`src/rtl/input_controller.sv`:
```
// NES-style serial gamepad reader: generates latch/shift-clock pulses and captures 8 active-low buttons per frame.
// Optional macro INPUT_CTRL_EDGE_EN turns button_data_out_tb into one-cycle press events.
`timescale 1ns/1ps

module input_controller #(
    parameter int unsigned HALF_PERIOD  = 300,
    parameter int unsigned FRAME_CYCLES = 500000
) (
    input  logic       clk,
    input  logic       reset,
    input  logic       button_data_in,
    output logic       latch_tb,
    output logic       pulse_tb,
    output logic       slow_clk_tb,
    output logic [3:0] button_data_out_tb,
    output logic [7:0] buttons,
    output logic       data_valid
);

    localparam int unsigned DIV_W   = $clog2(HALF_PERIOD);
    localparam int unsigned FRAME_W = $clog2(FRAME_CYCLES);
    localparam int unsigned STEP_W  = 5;
    localparam logic [DIV_W-1:0]   DIV_LAST   = DIV_W'(HALF_PERIOD - 1);
    localparam logic [FRAME_W-1:0] FRAME_LAST = FRAME_W'(FRAME_CYCLES - 1);
    localparam logic [STEP_W-1:0]  STEP_LATCH_OFF = STEP_W'(2);
    localparam logic [STEP_W-1:0]  STEP_SAMPLE_A  = STEP_W'(3);
    localparam logic [STEP_W-1:0]  STEP_LAST      = STEP_W'(19);

    typedef enum logic [1:0] {
        S_IDLE,
        S_LATCH,
        S_SHIFT,
        S_DONE
    } state_t;

    state_t              r_state;
    logic [1:0]          r_sync;
    logic [DIV_W-1:0]    r_div_cnt;
    logic                r_slow_clk;
    logic [FRAME_W-1:0]  r_frame_cnt;
    logic                r_pending;
    logic [STEP_W-1:0]   r_step;
    logic [7:0]          r_shift;
    logic                r_latch;
    logic                r_pulse;
    logic [3:0]          r_out;
    logic [7:0]          r_buttons;
    logic                r_data_valid;

    logic                w_tick;
    logic                w_rise;
    logic                w_frame_end;
    logic                w_sample;
    logic [STEP_W-1:0]   w_step_nxt;
    logic [2:0]          w_bit_idx;
    logic [3:0]          w_game_new;
    logic [3:0]          w_game_old;

    assign w_tick      = (r_div_cnt == DIV_LAST);
    assign w_rise      = w_tick && !r_slow_clk;
    assign w_frame_end = (r_frame_cnt == FRAME_LAST);
    assign w_sample    = ~r_sync[1];
    assign w_step_nxt  = r_step + STEP_W'(1);
    assign w_bit_idx   = 3'((w_step_nxt - STEP_SAMPLE_A) >> 1);
    assign w_game_new  = {r_shift[0], r_shift[5], r_shift[6], r_shift[7]};
    assign w_game_old  = {r_buttons[0], r_buttons[5], r_buttons[6], r_buttons[7]};

    // Two-flop synchronizer; idles at the released (high) level.
    always_ff @(posedge clk) begin
        if (reset) begin
            r_sync <= 2'b11;
        end else begin
            r_sync <= {r_sync[0], button_data_in};
        end
    end

    // Slow-clock divider; each terminal count is one tick.
    always_ff @(posedge clk) begin
        if (reset) begin
            r_div_cnt  <= '0;
            r_slow_clk <= 1'b0;
        end else if (w_tick) begin
            r_div_cnt  <= '0;
            r_slow_clk <= ~r_slow_clk;
        end else begin
            r_div_cnt  <= r_div_cnt + DIV_W'(1);
        end
    end

    always_ff @(posedge clk) begin
        if (reset) begin
            r_frame_cnt <= '0;
        end else if (w_frame_end) begin
            r_frame_cnt <= '0;
        end else begin
            r_frame_cnt <= r_frame_cnt + FRAME_W'(1);
        end
    end

    // Read sequencer: step index advances one per tick from latch rise.
    always_ff @(posedge clk) begin
        if (reset) begin
            r_state      <= S_IDLE;
            r_pending    <= 1'b0;
            r_step       <= '0;
            r_shift      <= '0;
            r_latch      <= 1'b0;
            r_pulse      <= 1'b0;
            r_out        <= '0;
            r_buttons    <= '0;
            r_data_valid <= 1'b0;
        end else begin
            r_data_valid <= 1'b0;
            if (w_frame_end && r_state == S_IDLE) begin
                r_pending <= 1'b1;
            end
            case (r_state)
                S_IDLE: begin
                    if (w_rise && r_pending) begin
                        r_state   <= S_LATCH;
                        r_pending <= 1'b0;
                        r_step    <= '0;
                        r_latch   <= 1'b1;
                    end
                end
                S_LATCH: begin
                    if (w_tick) begin
                        r_step <= w_step_nxt;
                        if (w_step_nxt == STEP_LATCH_OFF) begin
                            r_latch <= 1'b0;
                        end
                        if (w_step_nxt == STEP_SAMPLE_A) begin
                            r_shift[0] <= w_sample;
                            r_state    <= S_SHIFT;
                        end
                    end
                end
                S_SHIFT: begin
                    if (w_tick) begin
                        r_step  <= w_step_nxt;
                        r_pulse <= ~w_step_nxt[0];
                        if (w_step_nxt == STEP_LAST) begin
                            r_state      <= S_DONE;
                            r_buttons    <= r_shift;
                            r_data_valid <= 1'b1;
`ifdef INPUT_CTRL_EDGE_EN
                            r_out        <= w_game_new & ~w_game_old;
`else
                            r_out        <= w_game_new;
`endif
                        end else if (w_step_nxt[0]) begin
                            r_shift[w_bit_idx] <= w_sample;
                        end
                    end
                end
                S_DONE: begin
                    r_state <= S_IDLE;
`ifdef INPUT_CTRL_EDGE_EN
                    r_out   <= '0;
`endif
                end
                default: begin
                    r_state <= S_IDLE;
                end
            endcase
        end
    end

`ifndef INPUT_CTRL_EDGE_EN
    // Previous-frame snapshot only matters for press-event mode.
    logic w_unused_old;
    assign w_unused_old = ^w_game_old;
`endif

    assign latch_tb           = r_latch;
    assign pulse_tb           = r_pulse;
    assign slow_clk_tb        = r_slow_clk;
    assign button_data_out_tb = r_out;
    assign buttons            = r_buttons;
    assign data_valid         = r_data_valid;

endmodule

```
`config.mk`:
```
export PLATFORM = sky130hd
export DESIGN_NAME = input_controller
export DESIGN_NICKNAME = d
export VERILOG_FILES = /design/src/rtl/input_controller.sv
export SDC_FILE = /design/constraint.sdc
export NUM_CORES = 1
export LEC_CHECK = 0
export BUFFER_PORTS_ARGS = -buffer_cell sky130_fd_sc_hd__buf_2
export CORE_ASPECT_RATIO = 0.5
export CORE_MARGIN = 4
export CORE_UTILIZATION = 54
export CTS_BUF_LIST = sky130_fd_sc_hd__clkbuf_16
export DETAILED_ROUTE_END_ITERATION = 10
export PLACE_DENSITY_LB_ADDON = 0.12
export SLEW_MARGIN = 20
export SYNTH_ARGS = -nofsm -noshare
export SYNTH_HDL_FRONTEND = slang
export SYNTH_SLANG_ARGS = --single-unit
```
`constraint.sdc`:
```
create_clock -name clk -period 2.1 [get_ports clk]
set_input_delay 0.42 -clock clk [delete_from_list [all_inputs] [get_ports clk]]
set_output_delay 0.42 -clock clk [all_outputs]
set_load 0.05 [all_outputs]
```
==> impl_metrics.json, run 1 <==
{
  "run_status": "finished clean",
  "tightestPinTransition_ns": 0.435,
  "core.rowCount": 18,
  "cts_num_sinks": 58,
  "wirelength_routed_mm": 5.00,
  "timing.critical_path.slowest_stage_cell": "sky130_fd_sc_hd__dfxtp_1",
  "irDropWorstVdd_mv": 0.524,
  "insertion_delay_ns": 0.33,
  "cts_hold_buffers": 0,
  "clock_tree.buffer_depth": 2,
  "yosysSeqAreaShare_pct": 41.1,
  "maxClockFrequency_ghz": 0.517,
  "coreArea_mm2": 0.00498,
  "gp_congestion": 0.811,
  "path_clk_slew_ns": 0.05,
  "final-max-slew-violation-count": 0,
  "worst_setup_path_start_kind": "register",
  "syn_to_final_growth_pct": 18.6,
  "end_kind": "register",
  "post_drt_via_cell_ratio": 5.16,
  "grt_util_all_layers_pct": 17.4,
  "vias_in_the_first_global_route": 2065,
  "vias": 2146,
  "fillers": 424,
  "register_bit_total_from_synthesis": 58,
  "setup_repair_after_global_routing_missed_its_margin": "no",
  "antenna-diode-count": 0,
  "postSynthAreaPerCell_um2": 8.93,
  "commonest_cells_after_routing_fill_and_taps_aside": "sky130_fd_sc_hd__dfxtp_1 (57), sky130_fd_sc_hd__nor2_1 (49), sky130_fd_sc_hd__buf_2 (18), sky130_fd_sc_hd__nand2_1 (17), sky130_fd_sc_hd__xor2_1 (17)",
  "synth.yosys.warnings": 0,
  "layout_commonest_cell": "sky130_fd_sc_hd__dfxtp_1",
  "chipHeight_um": 59.1,
  "timing.critical_path.cells": "buf_4 -> ha_4 -> a21oi_1 -> nor3_2 -> xor2_2 -> nand3b_1 -> mux2i_1",
  "cts_root_buffer": "sky130_fd_sc_hd__clkbuf_16",
  "maxCapViolations": 0,
  "crit_fanout": 9,
  "port_buffers": 18,
  "multi_input_comb_area_mm2": 0.00159,
  "cts_tree": "done",
  "finalSetupViolCount": 0,
  "worstPathBufferInverterCount": 1,
  "drt_pass1_iterations": 4,
  "crit_path_required_time_ns": 2.31,
  "clock_tree.htree_level_count": 3,
  "layout_worst_path_cycle_share_pct": 92.2,
  "layout_min_cycle_time_ns": 1.94,
  "total_leakage_power_nw": 1.30,
  "die_area_mm2": 0.00652,
  "worstHoldPathType": "in -> reg",
  "maxSlewHeadroom_pct": 71.0,
  "place.detailed.instances": 400,
  "netlist_area_mm2": 0.00282,
  "timing.critical_path.max_delay_family": "simple AND/OR/NAND/NOR gates",
  "timing.final.hold_violations": 0,
  "fin_cells": 416,
  "fin_skew_ns": 0.00328,
  "post-place-ws_ns": 0.0637,
  "post-route-worst-setup-slack_ns": 0.164,
  "routed_wire_length_per_instance_um": 12.0,
  "timing.critical_path.arrival_ns": 2.15,
  "seq_area_mm2": 0.00116,
  "chipWidth_um": 110,
  "final.setup.tns_ns": 0,
  "p_per_area_mw_per_mm2": 756,
  "ioPinCount": 19,
  "crit_type": "reg -> reg",
  "peak_per_stage_delay_on_the_critical_path_ns": 0.33,
  "grt_antenna_before_repair": 0,
  "drive_gt1_share_pct": 17.9,
  "final_net_count": 353,
  "synth_cells": 316,
  "dp_hpwl_mm": 3.47,
  "largest_net_degree_at_the_start_of_global_routing": 28,
  "cts_inserted_buffers": 9,
  "synth-edff-count": 0,
  "detail_route.drc_violations": 0,
  "grt_first_pass_wirelength_mm": 8.71,
  "cts_setup_buffers": 0,
  "netlist-cell-type-count": 49,
  "ys.flop_type": "sky130_fd_sc_hd__dfxtp_1",
  "async_reset_ff_share_pct": 0,
  "synth_fp_nets": 328,
  "grt_overflow": 0,
  "start_util_pct": 56.7,
  "antenna_left": 0,
  "drtIter0Drc": 86
}
Yosys cell counts, drive strengths merged, types with 5 or more instances:
master	count	share of area (%)
nand3	16	3.0
nor4	5	2.2
dfxtp	58	41
o21ai	5	0.89
ha	9	4.0
nand2b	11	2.4
buf	12	2.6
xnor2	12	3.7
inv	9	1.2
or2	5	1.1
clkbuf	5	0.66
nand2	18	2.7
nor2	49	6.5
a21oi	10	1.8
and4	6	1.9
and3	5	1.2
mux2i	13	4.6
xor2	18	5.6
nor3	10	2.0
per-layer routing:
layer | wire [µm] | vias to the layer above | GRT usage [%]
li1 | - | 1122 | -
met1 | 2290 | 988 | 19.1
met2 | 2370 | 25 | 30.0
met3 | 242 | 11 | 6.64
met4 | 94 | 0 | 8.77
met5 | 0 | - | 0
flip-flops by register name, summed over array words and instances, names as in the netlist:
register	count
r_pending	1
button_data_out_tb	3
r_state	2
r_step	5
buttons	5
pulse_tb	1
r_sync	2
slow_clk_tb	1
r_frame_cnt	19
data_valid	1
r_shift	8
r_div_cnt	9
latch_tb	1
cell type report:
class / count / area share [%]
Inverter: 9 / 1.01
Multi-Input combinational cell: 232 / 47.5
Tap cell: 70 / 2.62
Clock buffer: 9 / 6.73
Clock inverter: 7 / 1.61
Timing Repair Buffer: 31 / 5.83
Sequential cell: 58 / 34.7
metrics by stage:
stage               util [%]  area (µm²)  hold slack (ns)  power [W]
floorplan                  -        2830            0.389    0.00118
global placement        60.6        3010            0.392    0.00119
detailed placement      60.6        3010            0.410    0.00119
CTS                     66.2        3290            0.277    0.00257
global route            67.2        3350            0.280    0.00263
finish                  67.2        3350            0.285    0.00253
kinds of logic (layout without fill, tap and decap cells):
logic type,count (synthesis),count (layout),share of synthesized area (%)
AO/OA/AOI/OAI,33,33,7.45
XOR/XNOR,30,30,9.31
adder cells (fa/ha/maj),9,9,3.99
buffers and inverters,26,56,4.43
flip-flops,58,58,41.1
multiplexers,13,13,4.61
AND/OR/NAND/NOR,147,147,29.1
power by group:
part | switching (W) | total, W | internal, W
clock | 0.000468 | 0.00136 | 0.000891
combinational | 0.0000273 | 0.0000459 | 0.0000186
sequential | 0.00000963 | 0.00112 | 0.00111
total | 0.000505 | 0.00253 | 0.00202
worst paths after layout:
check	start	endpoint	slack, ns	cells after the start
worst max-delay path	r_step[1]$_SDFFE_PP0P_	r_shift[4]$_SDFFE_PP0P_	0.16	7
worst min-delay path	button_data_in	r_sync[0]$_SDFF_PP1_	0.28	2
worst max register to register	r_step[1]$_SDFFE_PP0P_	r_shift[4]$_SDFFE_PP0P_	0.16	7
worst min register to register	r_sync[0]$_SDFF_PP1_	r_sync[1]$_SDFF_PP1_	0.41	1
repair_timing:
| action | 4_1_cts | 5_1_grt |
|---|---|---|
| resized for setup | 0 | 12 |
| setup endpoints to repair | 0 | 17 |
| endpoints found under the hold margin | 0 | 0 |
Power figures use the tool's default switching activity.
==> inputs of run 2 (changes only) <==
Settings changed: PLACE_DENSITY from default to 0.75, PLACE_DENSITY_LB_ADDON 0.12 to default.
==> impl_metrics.json, run 2 (synthesized netlist as in run 1, its figures left out) <==
{
  "chipWidth_um": 110,
  "drive_gt1_share_pct": 17.9,
  "crit_type": "reg -> reg",
  "timing.critical_path.arrival_ns": 2.25,
  "irDropWorstVdd_mv": 0.473,
  "layout_commonest_cell": "sky130_fd_sc_hd__dfxtp_1",
  "peak_per_stage_delay_on_the_critical_path_ns": 0.50,
  "antenna-diode-count": 0,
  "antenna_left": 0,
  "fillers": 368,
  "cts_root_buffer": "sky130_fd_sc_hd__clkbuf_16",
  "finalSetupViolCount": 0,
  "cts_inserted_buffers": 9,
  "worstHoldPathType": "in -> reg",
  "core.rowCount": 18,
  "cts_num_sinks": 58,
  "worstPathBufferInverterCount": 1,
  "sw_frac_of_total_pct": 19.8,
  "die_area_mm2": 0.00652,
  "internal-power_w": 0.00202,
  "p_per_area_mw_per_mm2": 754,
  "tightestPinTransition_ns": 0.459,
  "net_switching_power_of_the_design_w": 0.000498,
  "drtIter0Drc": 83,
  "syn_to_final_growth_pct": 18.5,
  "path_clk_slew_ns": 0.05,
  "routed_wire_length_per_instance_um": 12.5,
  "port_buffers": 18,
  "post_drt_via_cell_ratio": 5.28,
  "cts_hold_buffers": 0,
  "dp_hpwl_mm": 3.64,
  "largest_net_degree_at_the_start_of_global_routing": 28,
  "fin_skew_ns": 0.00578,
  "gp_congestion": 0.791,
  "largest_reg_flops": 19,
  "crit_path_required_time_ns": 2.29,
  "end_kind": "register",
  "share_comb_of_total_power_pct": 1.8,
  "worst_setup_path_start_kind": "register",
  "timing.critical_path.slowest_stage_cell": "sky130_fd_sc_hd__dfxtp_1",
  "setup_repair_after_global_routing_missed_its_margin": "yes",
  "vias_in_the_first_global_route": 2109,
  "grt_first_pass_wirelength_mm": 8.92,
  "clock_tree.htree_level_count": 3,
  "run_status": "finished clean",
  "timing.critical_path.cells": "and3b_1 -> o32ai_1 -> and3_4 -> nor2b_1 -> buf_4 -> mux2i_1 -> nor2_1",
  "chipHeight_um": 59.1,
  "coreArea_mm2": 0.00498,
  "maxCapViolations": 0,
  "placed_area_mm2": 0.00301,
  "grt_util_all_layers_pct": 17.8,
  "layout_min_cycle_time_ns": 2.06,
  "total_leakage_power_nw": 1.30,
  "maxClockFrequency_ghz": 0.485,
  "cts_tree": "done",
  "maxSlewHeadroom_pct": 69.4,
  "clock_tree.buffer_depth": 2,
  "layout_top_registers": "r_frame_cnt: 19 flops, r_div_cnt: 9 flops, r_shift: 8 flops",
  "vias": 2197,
  "wirelength_routed_mm": 5.21,
  "final-max-slew-violation-count": 0,
  "drt_pass1_iterations": 4,
  "commonest_cells_after_routing_fill_and_taps_aside": "sky130_fd_sc_hd__dfxtp_1 (57), sky130_fd_sc_hd__nor2_1 (49), sky130_fd_sc_hd__buf_2 (18), sky130_fd_sc_hd__nand2_1 (17), sky130_fd_sc_hd__xor2_1 (17)",
  "timing.critical_path.max_delay_family": "simple AND/OR/NAND/NOR gates",
  "fin_area_mm2": 0.00335,
  "layout_worst_path_cycle_share_pct": 98.2,
  "crit_fanout": 9,
  "ioPinCount": 19,
  "timing.final.hold_violations": 0,
  "power_frac_seq_pct": 44.6,
  "final_net_count": 353,
  "whs_ns": 0.284,
  "grt_antenna_before_repair": 0,
  "largest_register": "r_frame_cnt",
  "insertion_delay_ns": 0.32,
  "detail_route.drc_violations": 0,
  "start_util_pct": 56.7,
  "share_clk_of_total_power_pct": 53.6,
  "grt_overflow": 0
}
run 2: cell counts in the layout (fill, tap and decap cells not counted):
Identical to the previous run, type by type.
run 2: metrics by stage:
step                setup slack (ns)  std cells  total power, W  util, %  TNS [ns]
floorplan                     0.0114        316         0.00118        -         0
global placement              0.0761        399         0.00119     60.4         0
detailed placement          -0.00472        399         0.00119     60.4  -0.00472
CTS                           0.0217        415         0.00255     66.1         0
global route                  -0.113        416         0.00262     67.2    -0.490
finish                        0.0377        416         0.00252     67.2         0
run 2: path summary, 6_finish.rpt:
| path | start | depth (start not counted) | end | slack [ns] |
|---|---|---|---|---|
| worst max-delay path | r_step[3]$_SDFFE_PP0P_ | 7 | buttons[2]$_SDFFE_PP0P_ | 0.04 |
| worst min-delay path | button_data_in | 2 | r_sync[0]$_SDFF_PP1_ | 0.28 |
| worst max register to register | r_step[3]$_SDFFE_PP0P_ | 7 | buttons[2]$_SDFFE_PP0P_ | 0.04 |
| worst min register to register | r_sync[0]$_SDFF_PP1_ | 1 | r_sync[1]$_SDFF_PP1_ | 0.41 |
run 2: layout make-up:
class	count	area [µm²]	area share [%]
tap	70	87.6	2.62
inverter	9	33.8	1.01
sequential	58	1160	34.7
clock buffer	9	225	6.73
clock inverter	7	53.8	1.61
timing repair buffer	31	200	5.98
multi-input combinational	232	1580	47.3
run 2: worst register-to-register path, cell delays in order, from the launching register on:
cell,delay [ns]
sky130_fd_sc_hd__dfxtp_1,0.50
sky130_fd_sc_hd__and3b_1,0.22
sky130_fd_sc_hd__o32ai_1,0.27
sky130_fd_sc_hd__and3_4,0.29
sky130_fd_sc_hd__nor2b_1,0.17
sky130_fd_sc_hd__buf_4,0.21
sky130_fd_sc_hd__mux2i_1,0.22
sky130_fd_sc_hd__nor2_1,0.06
run 2: power by group through the flow:
stage	clock network [W]	registers [W]	logic [W]
2_1_floorplan	0	0.00114	0.0000380
3_3_place_gp	0	0.00115	0.0000441
5_1_grt	0.00144	0.00112	0.0000522
3_5_place_dp	0	0.00115	0.0000450
6_report	0.00135	0.00112	0.0000453
4_1_cts	0.00138	0.00112	0.0000456
run 2: what timing repair did:
| action | 4_1_cts | 5_1_grt |
|---|---|---|
| resized for setup | 1 | 8 |
| setup endpoints to repair | 2 | 18 |
| buffers inserted | 0 | 1 |
| pin swaps | 0 | 4 |
run 2: routing by layer:
metal,part of all wire [%],wire length [µm],vias to the layer above,global-route usage [%]
met4,1.4,74,0,6.49
met1,46,2370,1023,19.5
li1,-,-,1129,-
met2,48,2500,36,30.7
met3,5.1,267,9,8.27
met5,0,0,-,0
==> inputs of run 3 (changes only) <==
Settings changed: ABC_AREA from default to 1.
==> impl_metrics.json, run 3 <==
{
  "async_reset_ff_share_pct": 0,
  "wirelength_routed_mm": 5.57,
  "antenna-diode-count": 0,
  "maxSlewHeadroom_pct": 79.0,
  "fin_skew_ns": 0.00643,
  "maxClockFrequency_ghz": 0.543,
  "post-route-worst-setup-slack_ns": 0.257,
  "synth.yosys.warnings": 0,
  "cts_root_buffer": "sky130_fd_sc_hd__clkbuf_16",
  "synth.top_cell.area_share_pct": 39.8,
  "timing.critical_path.cells": "ha_2 -> nand2_1 -> nand2_2 -> nand2_1 -> nor2_2 -> nand2_2 -> nor2_4 -> inv_2 -> nor2_1 -> nor2_1",
  "whs_ns": 0.285,
  "path_clk_slew_ns": 0.05,
  "syn_to_final_growth_pct": 14.1,
  "final_net_count": 451,
  "start_util_pct": 57.6,
  "placed_area_mm2": 0.00305,
  "drive_gt1_share_pct": 14.0,
  "largest_net_degree_at_the_start_of_global_routing": 27,
  "clock_tree.htree_level_count": 3,
  "postSynthAreaPerCell_um2": 6.99,
  "synth_cells": 417,
  "port_buffers": 18,
  "timing.critical_path.arrival_ns": 2.05,
  "cts_hold_buffers": 0,
  "timing.final.hold_violations": 0,
  "timing.critical_path.max_delay_family": "simple AND/OR/NAND/NOR gates",
  "synth_fp_nets": 429,
  "cts_inserted_buffers": 9,
  "grt_util_all_layers_pct": 18.1,
  "post_cts_resized": 0,
  "post-synth-top-area-cell": "sky130_fd_sc_hd__dfxtp_1",
  "end_kind": "register",
  "synth-edff-count": 0,
  "run_status": "finished clean",
  "post-place-ws_ns": 0.273,
  "ioPinCount": 19,
  "cts_num_sinks": 58,
  "clock_tree.buffer_depth": 2,
  "worstHoldPathType": "in -> reg",
  "ys.flop_type": "sky130_fd_sc_hd__dfxtp_1",
  "cts_setup_buffers": 0,
  "maxCapViolations": 0,
  "timing.critical_path.slowest_stage_cell": "sky130_fd_sc_hd__dfxtp_1",
  "coreArea_mm2": 0.00507,
  "drtIter0Drc": 138,
  "antenna_left": 0,
  "register_bit_total_from_synthesis": 58,
  "worstPathBufferInverterCount": 1,
  "tightestPinTransition_ns": 0.315,
  "total_leakage_power_nw": 1.52,
  "layout_top_registers": "r_frame_cnt: 19 flops, r_div_cnt: 9 flops, r_shift: 8 flops",
  "chipWidth_um": 112,
  "die_area_mm2": 0.00671,
  "setup_repair_after_global_routing_missed_its_margin": "no",
  "yosysSeqAreaShare_pct": 39.8,
  "synth_common_cells": "sky130_fd_sc_hd__nand2_1 (82), sky130_fd_sc_hd__nor2_1 (82), sky130_fd_sc_hd__dfxtp_1 (58), sky130_fd_sc_hd__inv_1 (50), sky130_fd_sc_hd__nand3_1 (28)",
  "vias_in_the_first_global_route": 2286,
  "core.rowCount": 18,
  "peak_per_stage_delay_on_the_critical_path_ns": 0.43,
  "p_per_area_mw_per_mm2": 742,
  "synth.area.top_cells": "sky130_fd_sc_hd__dfxtp_1 (40%), sky130_fd_sc_hd__nand2_1 (11%), sky130_fd_sc_hd__nor2_1 (11%)",
  "largest_register": "r_frame_cnt",
  "final.setup.tns_ns": 0,
  "grt_first_pass_wirelength_mm": 9.58,
  "netlist_area_mm2": 0.00292,
  "crit_type": "reg -> reg",
  "chipHeight_um": 60.0,
  "insertion_delay_ns": 0.33,
  "layout_min_cycle_time_ns": 1.84,
  "largest_reg_flops": 19,
  "finalSetupViolCount": 0,
  "netlist-cell-type-count": 33,
  "crit_fanout": 9,
  "layout_worst_path_cycle_share_pct": 87.7,
  "detail_route.drc_violations": 0,
  "grt_overflow": 0,
  "gp_congestion": 0.840,
  "irDropWorstVdd_mv": 0.425,
  "layout_commonest_cell": "sky130_fd_sc_hd__nand2_1",
  "routed_wire_length_per_instance_um": 10.8,
  "fin_area_mm2": 0.00333,
  "worst_setup_path_start_kind": "register",
  "grt_antenna_before_repair": 0,
  "commonest_cells_after_routing_fill_and_taps_aside": "sky130_fd_sc_hd__nand2_1 (82), sky130_fd_sc_hd__nor2_1 (81), sky130_fd_sc_hd__dfxtp_1 (58), sky130_fd_sc_hd__inv_1 (50), sky130_fd_sc_hd__nand3_1 (28)",
  "post_drt_via_cell_ratio": 4.94,
  "dp_hpwl_mm": 3.93,
  "final-max-slew-violation-count": 0,
  "drt_pass1_iterations": 4,
  "vias": 2538,
  "crit_path_required_time_ns": 2.31,
  "final_core_util_pct": 65.7,
  "cts_tree": "done"
}
==> run 3: logic make-up (layout without fill, tap and decap cells) <==
group,Yosys count,in the layout,synth area share [%]
buf+inv,65,92,9.48
fa+ha+maj,9,9,3.86
simple gates,235,235,36.5
flops,58,58,39.8
xor+xnor,10,10,3.00
compound gates,40,40,7.34
==> run 3: layout make-up <==
class | instances | area (µm²)
Multi-Input combinational cell | 294 | 1480
Clock inverter | 7 | 46.3
Clock buffer | 9 | 225
Tap cell | 70 | 87.6
Timing Repair Buffer | 22 | 120
Fill cell | 431 | 1740
Inverter | 54 | 203
Sequential cell | 58 | 1160
==> run 3: where the power goes <==
part / switching [W] / total (W) / internal (W)
logic: 0.0000315 / 0.0000496 / 0.0000181
registers: 0.00000950 / 0.00112 / 0.00111
clock network: 0.000508 / 0.00130 / 0.000789
total: 0.000549 / 0.00247 / 0.00192
==> run 3: worst paths after layout <==
path                          startpoint                      end  slack [ns]  cells past startpoint
setup reg to reg  r_step[0]$_SDFFE_PP0P_  buttons[1]$_SDFFE_PP0P_        0.26                     10
hold reg to reg     r_sync[0]$_SDFF_PP1_     r_sync[1]$_SDFF_PP1_        0.41                      1
setup / recovery  r_step[0]$_SDFFE_PP0P_  buttons[1]$_SDFFE_PP0P_        0.26                     10
hold / removal            button_data_in     r_sync[0]$_SDFF_PP1_        0.29                      2
==> run 3: metrics by stage <==
stage,cells,power [W]
floorplan,417,0.00118
global placement,498,0.00119
detailed placement,498,0.00120
CTS,514,0.00249
global route,514,0.00256
finish,514,0.00247
==> run 3: metal layers <==
metal  global-route usage [%]  share of wire (%)
met1                     21.9                 50
met2                     30.0                 45
met3                     7.28                3.4
met5                        0                  0
met4                     6.16                1.3
